[src/rtl/div_core.sv]
`timescale 1ns/1ps
// div_core: iterative restoring integer divider, signed (DIV) or unsigned (DIVU),
// retiring RADIX_BITS quotient bits per cycle, with divide-by-zero reporting
// and a done/busbusy hold handshake.
module div_core #(
  parameter int WIDTH      = 32,
  parameter int RADIX_BITS = 2
) (
  input  logic             clk,
  input  logic             rst,
  input  logic             start,
  input  logic             is_signed,
  input  logic             is_busbusy,
  input  logic [WIDTH-1:0] A,
  input  logic [WIDTH-1:0] B,
  output logic             busy,
  output logic             opreat_over,
  output logic             div_zero,
  output logic [WIDTH-1:0] Q,
  output logic [WIDTH-1:0] R
);

  localparam int          N  = WIDTH / RADIX_BITS;
  localparam int          CW = $clog2(N) + 1;
  localparam int unsigned RB = RADIX_BITS;

  typedef enum logic [1:0] {IDLE, CALC, FIX, DONE} state_e;

  state_e             state_q, state_d;
  logic [2*WIDTH-1:0] acc_q, acc_d;     // {partial remainder, dividend/quotient}
  logic [WIDTH-1:0]   dvs_q, dvs_d;     // divisor magnitude
  logic [CW-1:0]      cnt_q, cnt_d;
  logic               qneg_q, qneg_d;
  logic               rneg_q, rneg_d;
  logic               bzero_q, bzero_d;
  logic [WIDTH-1:0]   q_q, q_d;
  logic [WIDTH-1:0]   r_q, r_d;
  logic               dz_q, dz_d;

  logic [2*WIDTH-1:0] step;
  logic [WIDTH:0]     trial, diff;
  logic [WIDTH-1:0]   a_abs, b_abs, quo, rem;
  logic               accept;

  // RADIX_BITS chained shift/trial-subtract steps on the accumulator
  always_comb begin
    step  = acc_q;
    trial = '0;
    diff  = '0;
    for (int unsigned i = 0; i < RB; i++) begin
      trial = step[2*WIDTH-1:WIDTH-1];
      diff  = trial - {1'b0, dvs_q};
      if (diff[WIDTH]) step = {trial[WIDTH-1:0], step[WIDTH-2:0], 1'b0};
      else             step = {diff[WIDTH-1:0],  step[WIDTH-2:0], 1'b1};
    end
  end

  // Next-state, operand capture and result fix-up
  always_comb begin
    state_d = state_q;
    acc_d   = acc_q;
    dvs_d   = dvs_q;
    cnt_d   = cnt_q;
    qneg_d  = qneg_q;
    rneg_d  = rneg_q;
    bzero_d = bzero_q;
    q_d     = q_q;
    r_d     = r_q;
    dz_d    = dz_q;

    a_abs  = (is_signed && A[WIDTH-1]) ? -A : A;
    b_abs  = (is_signed && B[WIDTH-1]) ? -B : B;
    quo    = qneg_q ? -acc_q[WIDTH-1:0] : acc_q[WIDTH-1:0];
    rem    = rneg_q ? -acc_q[2*WIDTH-1:WIDTH] : acc_q[2*WIDTH-1:WIDTH];
    accept = start && ((state_q == IDLE) || (state_q == DONE && !is_busbusy));

    case (state_q)
      IDLE: ;
      CALC: begin
        acc_d = step;
        cnt_d = cnt_q + 1'b1;
        if (cnt_q == CW'(N - 1)) state_d = FIX;
      end
      FIX: begin
        if (bzero_q) begin
          q_d  = '1;
          r_d  = acc_q[WIDTH-1:0];
          dz_d = 1'b1;
        end else begin
          q_d  = quo;
          r_d  = rem;
          dz_d = 1'b0;
        end
        state_d = DONE;
      end
      DONE: if (!is_busbusy) state_d = IDLE;
      default: state_d = IDLE;
    endcase

    // On B == 0 the raw dividend is parked in the low half so FIX can return it as R
    if (accept) begin
      bzero_d = (B == '0);
      acc_d   = (B == '0) ? {{WIDTH{1'b0}}, A} : {{WIDTH{1'b0}}, a_abs};
      dvs_d   = b_abs;
      cnt_d   = '0;
      qneg_d  = is_signed & (A[WIDTH-1] ^ B[WIDTH-1]);
      rneg_d  = is_signed & A[WIDTH-1];
      state_d = (B == '0) ? FIX : CALC;
    end
  end

  // State and datapath registers, asynchronously cleared
  always_ff @(posedge clk or negedge rst) begin
    if (!rst) begin
      state_q <= IDLE;
      acc_q   <= '0;
      dvs_q   <= '0;
      cnt_q   <= '0;
      qneg_q  <= 1'b0;
      rneg_q  <= 1'b0;
      bzero_q <= 1'b0;
      q_q     <= '0;
      r_q     <= '0;
      dz_q    <= 1'b0;
    end else begin
      state_q <= state_d;
      acc_q   <= acc_d;
      dvs_q   <= dvs_d;
      cnt_q   <= cnt_d;
      qneg_q  <= qneg_d;
      rneg_q  <= rneg_d;
      bzero_q <= bzero_d;
      q_q     <= q_d;
      r_q     <= r_d;
      dz_q    <= dz_d;
    end
  end

  assign busy        = (state_q == CALC) || (state_q == FIX);
  assign opreat_over = (state_q == DONE);
  assign div_zero    = dz_q;
  assign Q           = q_q;
  assign R           = r_q;

endmodule

[config.mk]
export PLATFORM = sky130hd
export DESIGN_NAME = div_core
export DESIGN_NICKNAME = d
export VERILOG_FILES = /design/src/rtl/div_core.sv
export SDC_FILE = /design/constraint.sdc
export NUM_CORES = 1
export LEC_CHECK = 0
export CORE_MARGIN = 5
export CORE_UTILIZATION = 40
export CTS_BUF_LIST = sky130_fd_sc_hd__clkbuf_4
export CTS_CLUSTER_DIAMETER = 100
export DETAILED_ROUTE_END_ITERATION = 12
export PLACE_DENSITY = 0.66
export SYNTH_ARGS = -nofsm -noshare
export SYNTH_HDL_FRONTEND = slang
export SYNTH_SLANG_ARGS = --single-unit
export TNS_END_PERCENT = 10
[constraint.sdc]
create_clock -name clk -period 6.7 [get_ports clk]
set_input_delay 1.005 -clock clk [delete_from_list [all_inputs] [get_ports clk]]
set_output_delay 1.005 -clock clk [all_outputs]
set_load 0.1 [all_outputs]
# After elaboration in Yosys (flattened, before gate mapping)
# Cells that the tools add are included.
dict set report totals {
  ff_bits 171
  wordCells 57
}
dict set report classes {
  n_addsub 7
  eq_ne 6
  mux 19
  bitwise_logic 3
  n_reduce_logical 12
}
# operator n
set ops {}
lappend ops {{2-to-1 mux 64 bit} 4}
lappend ops {{2-to-1 mux 32 bit} 7}
lappend ops {{negator 32 bit} 4}
lappend ops {{subtractor 33 x 32 -> 33 bit} 2}
lappend ops {{logical NOT 32 bit} 1}
lappend ops {{2-to-1 mux 5 bit} 2}
lappend ops {{2-to-1 mux 2 bit} 4}
lappend ops {{one-hot mux 2 bit (3 select lines)} 1}
lappend ops {{adder 5 x 1 -> 5 bit, second input constant} 1}
lappend ops {{equality test 5 x 4 -> 1 bit, second input constant} 1}
lappend ops {{equality test 2 bit, second input constant} 2}
lappend ops {{logical AND 1 bit} 4}
lappend ops {{nonzero test 4 bit} 1}
lappend ops {{!= test 3 x 2 -> 1 bit, second input constant} 1}
lappend ops {{!= test 3 bit, second input constant} 1}
lappend ops {{AND reduction 3 bit} 1}
lappend ops {{AND 1 bit} 2}
lappend ops {{equality test 2 x 1 -> 1 bit, second input constant} 1}
lappend ops {{logical NOT 2 bit} 1}
lappend ops {{logical OR 1 bit} 2}
lappend ops {{nonzero test 2 bit} 1}
lappend ops {{logical NOT 1 bit} 1}
lappend ops {{2-to-1 mux 1 bit} 1}
lappend ops {{bitwise XOR 1 bit} 1}

# Longest topological paths before layout
dict set report depth {
  word_depth 6
  depth_mapped 27
}

# Worst setup path after synthesis
# OpenSTA, ideal clock, no wires.
dict set report synth_timing {
  kind {flip-flop to flip-flop}
  start {reg acc_q[31]}
  end {reg acc_q[43]}
  setup_ns 0.137
  arrival_ns 5.775
  required_time_ns 6.563
  path_slack_ns 0.788
  stages_incl_launch_ff 28
  path_buffers 4
  path_cell_list {dfrtp_1 -> inv_1 -> ha_1 -> inv_1 -> fa_1 -> nand3_1 -> a211oi_1 -> o211a_1 -> o21ai_0 -> a21oi_1 -> o21a_1 -> nor2_1 -> clkbuf_1 -> mux2_2 -> ha_1 -> clkbuf_1 -> a21o_1 -> a221o_1 -> a31oi_1 -> nor2_1 -> nor3_1 -> nor2_1 -> or4_1 -> and3_1 -> buf_4 -> buf_4 -> mux2i_1 -> a21oi_1}
}
dict set report synth_via {
  elab_chain_cells 6
}
# item line_no
set synth_lines {}
lappend synth_lines {{from (decl)} 30} ;# logic [2*WIDTH-1:0] acc_q, acc_d;
lappend synth_lines {{from (signal assigned)} 116} ;# acc_q <= '0;
lappend synth_lines {{from (signal assigned)} 127} ;# acc_q <= acc_d;
lappend synth_lines {{subtractor 33 x 32 -> 33 bit} 52} ;# diff = trial - {1'b0, dvs_q};
lappend synth_lines {{2-to-1 mux 64 bit *} 53} ;# if (diff[WIDTH]) step = {trial[WIDTH-1:0], step[WIDTH-2:0], 1'b0};
lappend synth_lines {{subtractor 33 x 32 -> 33 bit} 52}
lappend synth_lines {{2-to-1 mux 64 bit *} 53}
lappend synth_lines {{2-to-1 mux 64 bit *} 77} ;# case (state_q)
lappend synth_lines {{2-to-1 mux 64 bit *} 101} ;# if (accept) begin
# Every way passes the cells marked *; elsewhere a longest branch is shown, timed or not. The select of a mux whose other input is x is not followed.
# A chain may end at the register's enable or synchronous reset.

# Final worst setup path
dict set report layout_timing {
  start {reg acc_q[42]}
  end {reg acc_q[57]}
}
# Same word-level chain as after synthesis.

==> flow_metrics.tcl <==
set metrics [dict create \
    outcome "finished, final reports clean" \
    grt_use_met3 0.03026 \
    clock_sinks 171 \
    io_buffers 135 \
    drt_iter0_drc 1050 \
    synth_compound_area_frac 0.2224 \
    yosysSeqAreaShare 0.3081 \
    cts_resized 0 \
    rr_worst_depth 21 \
    grt_usage 0.2149 \
    cts_made_buffers 17 \
    ys_warn_count 0 \
    area_delta_synth_final_pct 15.78 \
    slew_headroom 0.08558 \
    core_sq_um 34370 \
    slew_viol_final 0 \
    finalInstanceArea_sq_um 16080 \
    cts_hold_buf 0 \
    synth_top_area_frac 0.3081 \
    fmax_mhz 159.6 \
    vias_per_cell 5.733 \
    tightestPinTransition_ns 1.372 \
    worst_ep_arrival_time_ns 6.77 \
    r2r_slack_ns 0.43 \
    synth_cell_types 74 \
    clockRootBuffer "clkbuf_4" \
    synth.avg_cell_area_sq_um 8.361 \
    synth-seq-cells 171 \
    first_pass_iters 5 \
    critPathKind "reg -> reg" \
    start_kind "flip-flop" \
    synth_ff_type "dfrtp_1" \
    synth_xor_area_frac 0.1091 \
    drt_wl_total_um 42650 \
    path_max_fanout 20 \
    gr-total-overflow 0 \
    synthMuxAreaShare 0.08450 \
    drc 0 \
    yosysTopAreaCell "dfrtp_1" \
    routedWlPerCell_um 19.07 \
    endpoint "acc_q[57]" \
    gp_congestion 0.9306 \
    async_reset_ff_frac 1.000 \
    setup_slack_ns 0.4324 \
    netlist_area_sq_um 13890 \
    synth_edf_count 0 \
    htreeDepth 4 \
    finalCritPeriodShare 0.9355 \
    syn-num-nets 1809 \
    die-height_um 196.3 \
    cts_tree "done" \
    min_period_ns 6.268 \
    use_met2 0.3381 \
    busiest_layer "met2" \
    worstPathRequired_ns 7.20 \
    netlist_instances 1661 \
    drv_cap 0 \
    worstReg2RegEnd "acc_q[57]" \
    fp.dieW_um 196.3 \
    io_pins 136 \
    setup_tns_ns 0 \
    hpwl_um 32820 \
    grt_first_pass_wirelength_um 67810 \
    synth.area.top_cells "dfrtp_1 (31%), ha_1 (6.9%), o21ai_0 (6.1%), xor2_1 (6.1%), a21oi_1 (5.2%)" \
    hold_viol_final 0 \
    synth_simple_gate_area_frac 0.1598 \
    setup_viol 0 \
    die_area_sq_um 38550 \
    initial_core_util 0.4040 \
    skew_ns 0.04512 \
    grt_max_degree 89 \
    reg2reg_from "acc_q[42]" \
    rows 68 \
    crit_path_end_kind "flip-flop" \
    utilization 0.4678 \
    synth_top_family_by_area "compound AO/OA/AOI/OAI gates" \
    grt_pass1_vias 12330 \
    dpl_cell_area_sq_um 15790 \
    cts.path.max_buffers 2 \
    final_nets 1915 \
    dpl_worst_slack_ns 0.4145 \
    clk_latency_ns 0.62 \
    met1_usage 0.3158 \
    worstHoldPathType "in -> async" \
    antenna_found_initial 1 \
    synth_fa_ha_area_frac 0.07225 \
    ant_nets 0 \
    setup.worst_path.start "acc_q[42]" \
    clkTransAtPathRegs_ns 0.20 \
    vias 12820 \
    drive_above_1_share 0.08764 \
    postCtsSetupBuffers 0 \
    rsz0062_at_grt "false" \
]
==> layout by cell type (no fill, tap or decap), types with 21 or more instances in the layout <==
cell	count
o31ai_1	32
xnor2_1	76
o21ai_0	170
buf_4	39
inv_1	69
nor2_1	106
nand2b_1	21
nand3_1	35
nand2_1	165
a21oi_1	143
mux2i_1	52
xor2_1	97
dfrtp_1	170
clkdlybuf4s50_1	134
a21o_1	23
mux2_2	58
ha_1	75
==> flip-flops by register name (all words and copies together), names as in the netlist <==
register and count:
bzero_q 1, Q 32, R 32, qneg_q 1, dvs_q 32, div_zero 1, rneg_q 1, cnt_q 5
state_q 2, acc_q 64
==> Yosys cell counts (all sizes together) (10+ instances only) <==
cell,n
nand4,13
ha,77
dfrtp,171
clkbuf,72
o21ai,191
mux2i,52
and3,11
o41ai,15
xor2,97
nor2,107
buf,15
o31ai,32
or3,13
mux2,58
nand2b,21
o21a,10
a21o,23
a21oi,144
xnor2,76
nor2b,17
a211oi,17
or4,22
nor4,13
nor3,22
o21bai,11
inv,69
nand2,165
nand3,35
==> worst min-delay path by stage <==
stage          startpoint        end  slack (ns)  depth (start not counted)
2_1_floorplan   dvs_q[10]  dvs_q[10]        0.45                          2
3_3_place_gp    dvs_q[23]  dvs_q[23]        0.46                          2
3_5_place_dp    dvs_q[23]  dvs_q[23]        0.47                          2
4_1_cts               rst      R[10]        0.34                          1
5_1_grt               rst      R[10]        0.34                          1
6_report              rst      R[10]        0.31                          1
==> area by class of cell <==
cell class / count / area [sq um]
fillers: 3446 / 18290
multi-input cells: 1334 / 9039
flip-flops and latches: 171 / 4280
repair buffers: 174 / 1645
well taps: 455 / 569.3
inverters: 69 / 259.0
clock inverters: 14 / 147.6
clock buffers: 18 / 135.1
diodes: 2 / 5.005
==> cell families after synthesis <==
group                      after synthesis
AOI/OAI and AO/OA                      510
buffers and inverters                  156
DFF                                    171
and+or+nand+nor                        462
muxes                                  110
adders and majority gates               79
xor gates and xnor gates               173
==> metrics by stage <==
step,hold WS (ns),cells
floorplan,0.4498,1661
global placement,0.4624,2203
detailed placement,0.4712,2203
CTS,0.3359,2235
global route,0.3449,2237
finish,0.3073,2237
==> metal layers <==
metal	vias up	part of all wire
li1	6189	-
met1	6158	0.47
met2	426	0.44
met3	51	0.067
met4	0	0.017
met5	-	0
==> critical path: stages (launching register included) <==
cell and delay (ns):
dfrtp_1 0.42, ha_1 0.39, a211oi_1 0.36, o211ai_1 0.19, o21a_1 0.21, o21ai_0 0.22
a21oi_1 0.15, o21a_1 0.25, nor2_2 0.13, buf_4 0.31, mux2_2 0.39, ha_1 0.36
and3_1 0.21, and3_1 0.22, o2111ai_1 0.18, nand2_1 0.18, a311o_1 0.46, a311o_1 0.42
a2111oi_0 0.56, o21a_1 0.21, nor3_1 0.04, o31a_1 0.27
Power is not shown: default switching activity piles up to over one toggle a cycle in this logic, so the estimate is an artifact.
